**src/rtl/ioarb_pkg.sv**
```systemverilog
// Shared types and widths for the I/O bus arbiter.
package ioarb_pkg;
  localparam int IOARB_ADDR_W = 16;
  localparam int IOARB_DATA_W = 16;

  typedef enum logic {
    IDLE  = 1'b0,
    OWNED = 1'b1
  } ioarb_state_t;
endpackage

```
**src/rtl/ioarb_rr_pick.sv**
```systemverilog
// Round-robin priority encoder: first asserted req searching upward from last_i+1,
// wrapping modulo NUM_REQ. Pure combinational.
module ioarb_rr_pick #(
  parameter int NUM_REQ = 2,
  localparam int LW = $clog2(NUM_REQ)
) (
  input  logic [NUM_REQ-1:0] req_i,
  input  logic [LW-1:0]      last_i,
  output logic [NUM_REQ-1:0] pick_o,
  output logic               found_o
);
  localparam logic [LW:0] ONE = (LW+1)'(1);

  logic [LW:0]          sh;
  logic [NUM_REQ-1:0]   rot, rot_pick;
  logic                 hit;

  // Rotate so the search start lands on bit 0, pick the lowest set bit, rotate back.
  assign sh  = {1'b0, last_i} + ONE;
  assign rot = NUM_REQ'({req_i, req_i} >> sh);

  always_comb begin
    rot_pick = '0;
    hit      = 1'b0;
    for (int j = 0; j < NUM_REQ; j++) begin
      if (!hit && rot[j]) begin
        rot_pick[j] = 1'b1;
        hit         = 1'b1;
      end
    end
  end

  assign pick_o  = NUM_REQ'(({rot_pick, rot_pick} << sh) >> NUM_REQ);
  assign found_o = |req_i;
endmodule

```
**src/rtl/io_bus_arbiter.sv**
```systemverilog
// Round-robin arbiter sharing the iosystem access port between NUM_REQ masters.
// Optional IOARB_LOCK_EN adds a lock input that suppresses the burst-cap handover.
module io_bus_arbiter
  import ioarb_pkg::*;
#(
  parameter int NUM_REQ   = 2,
  parameter int MAX_BURST = 4
) (
  input  logic                                     clk,
  input  logic                                     reset,
  input  logic [NUM_REQ-1:0]                       req,
  input  logic [NUM_REQ-1:0]                       we,
  input  logic [NUM_REQ-1:0][IOARB_ADDR_W-1:0]     addr,
  input  logic [NUM_REQ-1:0][IOARB_DATA_W-1:0]     wdata,
  input  logic [NUM_REQ-1:0][1:0]                  ben,
  output logic [NUM_REQ-1:0]                       ack,
  output logic [NUM_REQ-1:0]                       grant,
  output logic [NUM_REQ-1:0]                       rvalid,
  output logic [IOARB_DATA_W-1:0]                  rdata,
  output logic [IOARB_ADDR_W-1:0]                  dread_addr,
  output logic [IOARB_ADDR_W-1:0]                  dwrite_addr,
  output logic [IOARB_DATA_W-1:0]                  dwrite_data,
  output logic [1:0]                               dwrite_en,
  input  logic [IOARB_DATA_W-1:0]                  dread_data
`ifdef IOARB_LOCK_EN
  ,
  input  logic [NUM_REQ-1:0]                       lock
`endif
);
  localparam int LW = $clog2(NUM_REQ);
  localparam int BW = $clog2(MAX_BURST+1);
  localparam logic [BW-1:0] CAP = BW'(MAX_BURST-1);

  ioarb_state_t       state_q, state_d;
  logic [NUM_REQ-1:0] grant_q, grant_d;
  logic [LW-1:0]      last_q, last_d;
  logic [BW-1:0]      burst_q, burst_d;
  logic [NUM_REQ-1:0] rvalid_q;

  logic [LW-1:0]      owner_idx, pick_base;
  logic [NUM_REQ-1:0] pick_req, pick;
  logic               found, owned, own_req, lock_hold;

  always_comb begin
    owner_idx = '0;
    for (int i = 0; i < NUM_REQ; i++)
      if (grant_q[i]) owner_idx = LW'(i);
  end

  assign owned   = (state_q == OWNED);
  assign own_req = |(req & grant_q);

`ifdef IOARB_LOCK_EN
  assign lock_hold = |(lock & req & grant_q);
`else
  assign lock_hold = 1'b0;
`endif

  // While owned, the search excludes the owner and starts just past it.
  assign pick_req  = owned ? (req & ~grant_q) : req;
  assign pick_base = owned ? owner_idx : last_q;

  ioarb_rr_pick #(.NUM_REQ(NUM_REQ)) u_pick (
    .req_i   (pick_req),
    .last_i  (pick_base),
    .pick_o  (pick),
    .found_o (found)
  );

  always_comb begin
    state_d = state_q;
    grant_d = grant_q;
    last_d  = last_q;
    burst_d = burst_q;
    case (state_q)
      IDLE: begin
        if (found) begin
          state_d = OWNED;
          grant_d = pick;
          burst_d = '0;
        end
      end
      OWNED: begin
        if (!own_req) begin
          last_d  = owner_idx;
          burst_d = '0;
          if (found) begin
            grant_d = pick;
          end else begin
            grant_d = '0;
            state_d = IDLE;
          end
        end else if (found && burst_q == CAP && !lock_hold) begin
          grant_d = pick;
          last_d  = owner_idx;
          burst_d = '0;
        end else if (burst_q != CAP) begin
          burst_d = burst_q + BW'(1);
        end
      end
      default: begin
        state_d = IDLE;
        grant_d = '0;
      end
    endcase
  end

  always_ff @(posedge clk) begin
    if (reset) begin
      state_q  <= IDLE;
      grant_q  <= '0;
      last_q   <= LW'(NUM_REQ-1);
      burst_q  <= '0;
      rvalid_q <= '0;
    end else begin
      state_q  <= state_d;
      grant_q  <= grant_d;
      last_q   <= last_d;
      burst_q  <= burst_d;
      rvalid_q <= ack & ~we;
    end
  end

  assign ack    = req & grant_q;
  assign grant  = grant_q;
  assign rvalid = rvalid_q;
  // iosystem registers dread_data itself, so it is already current in the rvalid cycle.
  assign rdata  = (|rvalid_q) ? dread_data : '0;

  always_comb begin
    dread_addr  = '0;
    dwrite_addr = '0;
    dwrite_data = '0;
    dwrite_en   = 2'b00;
    for (int i = 0; i < NUM_REQ; i++) begin
      if (ack[i]) begin
        dread_addr  = addr[i];
        dwrite_addr = addr[i];
        dwrite_data = wdata[i];
        dwrite_en   = we[i] ? ben[i] : 2'b00;
      end
    end
  end
endmodule
```
**config.mk**
```make
export PLATFORM = sky130hd
export DESIGN_NAME = io_bus_arbiter
export DESIGN_NICKNAME = d
export VERILOG_FILES = /design/src/rtl/ioarb_pkg.sv /design/src/rtl/ioarb_rr_pick.sv /design/src/rtl/io_bus_arbiter.sv
export SDC_FILE = /design/constraint.sdc
export NUM_CORES = 1
export LEC_CHECK = 0
export CAP_MARGIN = 0
export CORE_MARGIN = 1.5
export CORE_UTILIZATION = 25
export DETAILED_ROUTE_END_ITERATION = 8
export MAX_ROUTING_LAYER = met4
export PLACE_DENSITY = 0.86
export REMOVE_ABC_BUFFERS = 1
export SYNTH_ARGS = -nofsm -noshare
export SYNTH_HDL_FRONTEND = slang
export SYNTH_HIERARCHICAL = 1
export SYNTH_SLANG_ARGS = --single-unit
```
**constraint.sdc**
```tcl
create_clock -name clk -period 4.4 [get_ports clk]
set_clock_uncertainty 0.05 [all_clocks]
set_input_delay 1.32 -clock clk [delete_from_list [all_inputs] [get_ports clk]]
set_output_delay 1.32 -clock clk [all_outputs]
set_load 0.01 [all_outputs]
```
; Word-level counts from Yosys, hierarchy flattened
; Cells that the tools add are included.
[totals]
mem_bits_rw = 0
elab_cells = 59
rom_bits = 0
ff_bits = 9
inputBits = 90
latchBits = 0
output_inout_bits = 72
n_memories = 0
[classes]
mul = 0
magnitude_cmp = 0
n_reduce_logical = 9
n_div = 0
mux = 29
shift = 2
addsub = 2
eq_ne = 6
n_bitwise = 6
[ops]
columns = op, count
row1 = $mux 16, 5
row2 = $mux 2, 9
row3 = $mux 3, 4
row4 = $mux 1, 8
row5 = $and 2x2->2, 3
row6 = $ne 3x2->1 const B, 2
row7 = $pmux 3 s2, 1
row8 = $reduce_and 2->1, 3
row9 = $reduce_or 2->1, 3
row10 = $ne 4x2->1 const B, 1
row11 = $not 2->2, 2
row12 = $pmux 2 s2, 1
row13 = $shl 4x2->4, 1
row14 = $shr 4x2->2, 1
row15 = $add 3x1->3 const B, 1
row16 = $eq 3x2->1 const B, 1
row17 = $add 1x1->2 const B, 1
row18 = $logic_and 1x1->1, 2
row19 = $ne 2x1->1 const B, 1
row20 = $ne 2x2->1 const B, 1
row21 = $pmux 1 s2, 1
row22 = $logic_not 1->1, 1
row23 = $not 1->1, 1

; Logic depth before layout (Yosys ltp)
[logic_depth]
ltp_word = 12
depth_mapped = 8
ltp_nobuf = 7

; Cells and area by module
; The synthesis kept the hierarchy.
[modules_own_cells]
columns = mod, cells_each, n_inst, area_per_inst_um2, seq_area_each_um2
row1 = io_bus_arbiter, 137, 1, 1068.5, 180.2
row2 = ioarb_rr_pick, 4, 1, 25.0, 0.0

; Worst setup path after synthesis
; No wires, ideal clock.
[synth_timing]
path_kind = input to output
start = in req[1]
end = out dwrite_addr[0]
arrival_time_ns = 2.259
required_time_ns = 3.030
path_stages = 5
n_path_buf = 3
setup_slack_ns = 0.771
path_cell_list = and2_2 -> buf_2 -> buf_2 -> a22o_1 -> buf_4
[synth_between]
elab_chain_len = 2
[synth_lines]
columns = element, line_no
row1 = start: declaration, io_bus_arbiter.sv:11  ; input logic [NUM_REQ-1:0] req,
row2 = $and 2x2->2, io_bus_arbiter.sv:124  ; assign ack = req & grant_q;
row3 = $mux 16, --
row4 = end: declaration, io_bus_arbiter.sv:21  ; output logic [IOARB_ADDR_W-1:0] dwrite_addr,
; No other way between the ends.

; Worst setup path in the final report
[layout_timing]
start = in req[1]
end = out dwrite_addr[14]
[layout_between]
elab_chain_len = 2
[layout_lines]
columns = element, line_no
row1 = $and 2x2->2, io_bus_arbiter.sv:124
row2 = $mux 16, io_bus_arbiter.sv:136  ; if (ack[i]) begin
; No other way between the ends.

==> flow_summary.ini <==
[clocking]
cts_hold_buf = 0
clock_path_buffers = 2
cts_made_buffers = 3
cts_root_buffer = clkbuf_8
clock_sinks = 9
htreeDepth = 1
cts_tree = yes
cts.reportedPaths.clkPinSlew_ps = 40
clk_latency_ps = 230

[logic_synthesis]
synthMuxAreaShare = 0
yosys.area.top_type_share = 0.2563
synth-xor-area-share = 0
yosysSeqAreaShare = 0.1648
synth_seq_cells = 9
synth_area_leaders = a22o_1 26%, dfxtp_1 16%, buf_4 13%
synth.largest_area_cell = a22o_1
yosys_warnings = 6
synth_cell_types = 33
synth_compound_area_frac = 0.3833
syn_inst = 141
syn_area_per_cell_um2 = 7.756
synth_fa_ha_area_frac = 0.01144
synth-simple-area-share = 0.2437
syn-cell-area_mm2 = 0.001094
synth_top_family_by_area = compound AO/OA/AOI/OAI gates

[pwr]
power.density_mw_per_mm2 = 150.0
p_leak_nw = 1.201
peakVddDrop_mv = 0.1006

[detailed_routing]
vias = 1591
first_pass_iters = 4
drt_wl_total_um = 5450
drtAntennaViolNets = 0
drc = 0
drt_iter0_drc = 36
wire_per_inst_um = 16.32
vias_per_cell = 4.763

[timing]
fin_crit_ps = 4300
post-route-period-util = 0.9773
hold_viol = 0
slew_violations = 0
relSlewSlack = 0.3995
max_freq_ghz = 0.2326
fin_hold_ws_ps = 444.8
rsz0062_at_grt = no
setup_violations = 0
tightestPinTransition_ps = 897.5

[cells_and_area]
diodes = 0
postLayoutCellArea_mm2 = 0.002688
n_fill_cell = 376
drive_gt1_frac = 0.05634
area_growth_pct = 145.8
fin_cells = 334
num-nets-final = 376

[setup_path]
r2r-start = owned$_SDFF_PP0_
cp.arrival_ps = 2930
path_class = in -> out
ff2ff_path_depth = 6
ff2ff_setup_slack_ps = 2670
end_kind = output pin
path_max_fanout = 16
critPathLaunchType = input pin
r2r_end = grant[1]$_SDFFE_PP0P_
worstPathRequired_ps = 3030

[placement]
placed_area_mm2 = 0.002638
portBuffers = 161
place.gp.congestion = 0.8772
dpl.hpwl_um = 4438
placed_cells = 328

[run]
maxCapViolations = 0

[global_route]
gr-usage-met3 = 0.07164
top_usage_layer = met2
grt_pass1_vias = 1581
antenna_found_initial = 0
grt_util_met2 = 0.3953
overflow = 0
grt_use_total = 0.2199
grt_pass1_wl_um = 8280
grtUsageMet1 = 0.2279
grt_max_degree = 39

[die]
pin_count = 162
die_h_um = 69.14
coreArea_mm2 = 0.004115
dieArea_mm2 = 0.004780
start_util = 0.2657
rows = 23
die-width_um = 69.14

[worst_hold_path]
hp-start = last_q$_SDFFE_PP1P_
hold_path_depth = 2
min_path_type = reg -> reg
hold_end = last_q$_SDFFE_PP1P_

[outcome]
status = completed
stage by stage:
step / setup slack [ps] / utilization / power [mW] / setup TNS, ps
floorplan: 275.1 / - / 0.1582 / 0
global placement: -57.68 / 0.6409 / 0.3162 / -203.0
detailed placement: -81.81 / 0.6409 / 0.3196 / -586.0
CTS: 1.450 / 0.6427 / 0.4026 / 0
global route: 23.89 / 0.6531 / 0.4268 / 0
finish: 100.1 / 0.6531 / 0.4031 / 0
what timing repair did:
action | in CTS | in global routing
cloned | 0 | 1
endpoints found under the setup margin | 39 | 11
resized for setup | 38 | 3
pin swaps | 0 | 1
buffers inserted | 0 | 1
power breakdown:
part	internal (mW)	leakage, nW	switching, mW
registers	0.0860	0.0736	0.00500
logic	0.140	1.10	0.0780
clock network	0.0630	0.0228	0.0309
critical path, stage by stage:
cell and delay [ps]:
clkdlybuf4s50_1 410, and2_2 230, nor2_4 120, buf_12 160
a22o_1 150, clkdlybuf4s50_1 530
layer usage:
metal	wire length, um	vias up
met4	90	0
li1	-	793
met2	2816	94
met3	439	8
met5	0	-
met1	2104	696
area by class of cell:
cell class / count / area, um2 / share of cell area
clock buffers: 4 / 45.04 / 0.01676
repair buffers: 168 / 1665 / 0.6196
multi-input cells: 97 / 711.9 / 0.2649
well taps: 50 / 62.56 / 0.02328
inverters: 6 / 22.52 / 0.008380
flip-flops and latches: 9 / 180.2 / 0.06704
how the worst max path moves through the flow:
stage,from,cells after the start,end,slack [ps]
after CTS,req[1],6,dwrite_addr[14],1
after floorplan,req[1],3,dread_addr[0],280
final,req[1],6,dwrite_addr[14],100
after detailed placement,req[1],6,dread_addr[10],-80
after global placement,req[1],6,dread_addr[10],-60
after global routing,req[0],6,dwrite_data[11],20
cell families after synthesis:
logic type | count (synthesis)
AOI/OAI and AO/OA | 53
and+or+nand+nor | 43
adders and majority gates | 1
DFF | 9
buffers and inverters | 35
sequential cells by signal, indices dropped and copies added (netlist names):
name     flops
burst_q      3
grant        2
rvalid       2
last_q       1
owned        1
synthesized netlist by cell type:
| cell type | n |
|---|---|
| a21boi_0 | 1 |
| a21boi_1 | 2 |
| a21o_1 | 1 |
| a21oi_1 | 3 |
| a22o_1 | 32 |
| a22o_2 | 1 |
| a22oi_1 | 1 |
| a31o_2 | 2 |
| a31oi_1 | 5 |
| and2_1 | 1 |
| and2_2 | 1 |
| buf_2 | 7 |
| buf_4 | 19 |
| clkbuf_1 | 2 |
| clkbuf_4 | 1 |
| dfxtp_1 | 9 |
| ha_1 | 1 |
| inv_1 | 6 |
| nand2_1 | 2 |
| nand2b_1 | 1 |
| nand3_1 | 4 |
| nand3b_1 | 5 |
| nand4_1 | 1 |
| nand4b_1 | 2 |
| nor2_1 | 3 |
| nor2_2 | 1 |
| nor2b_1 | 17 |
| nor3_1 | 1 |
| nor3b_1 | 2 |
| o211ai_1 | 1 |
| o21ai_0 | 4 |
| or2_1 | 1 |
| or4_1 | 1 |
cells in the final DEF, fill, tap and decap left out, types with 2 or more instances in the layout:
cell and n:
clkbuf_8 3, dlygate4sd2_1 37, nand4b_1 2, a22o_1 31
buf_4 4, nand3b_1 5, o21ai_0 4, a31o_2 2
dlymetal6s2s_1 2, nor2b_1 17, nand2_1 2, a21boi_1 2
nand3_1 4, clkdlybuf4s50_1 122, nor2_1 3, a31oi_1 5
buf_12 2, nor3b_1 2, dfxtp_1 9, inv_1 6
a21oi_1 3
Power figures use the tool's default switching activity.
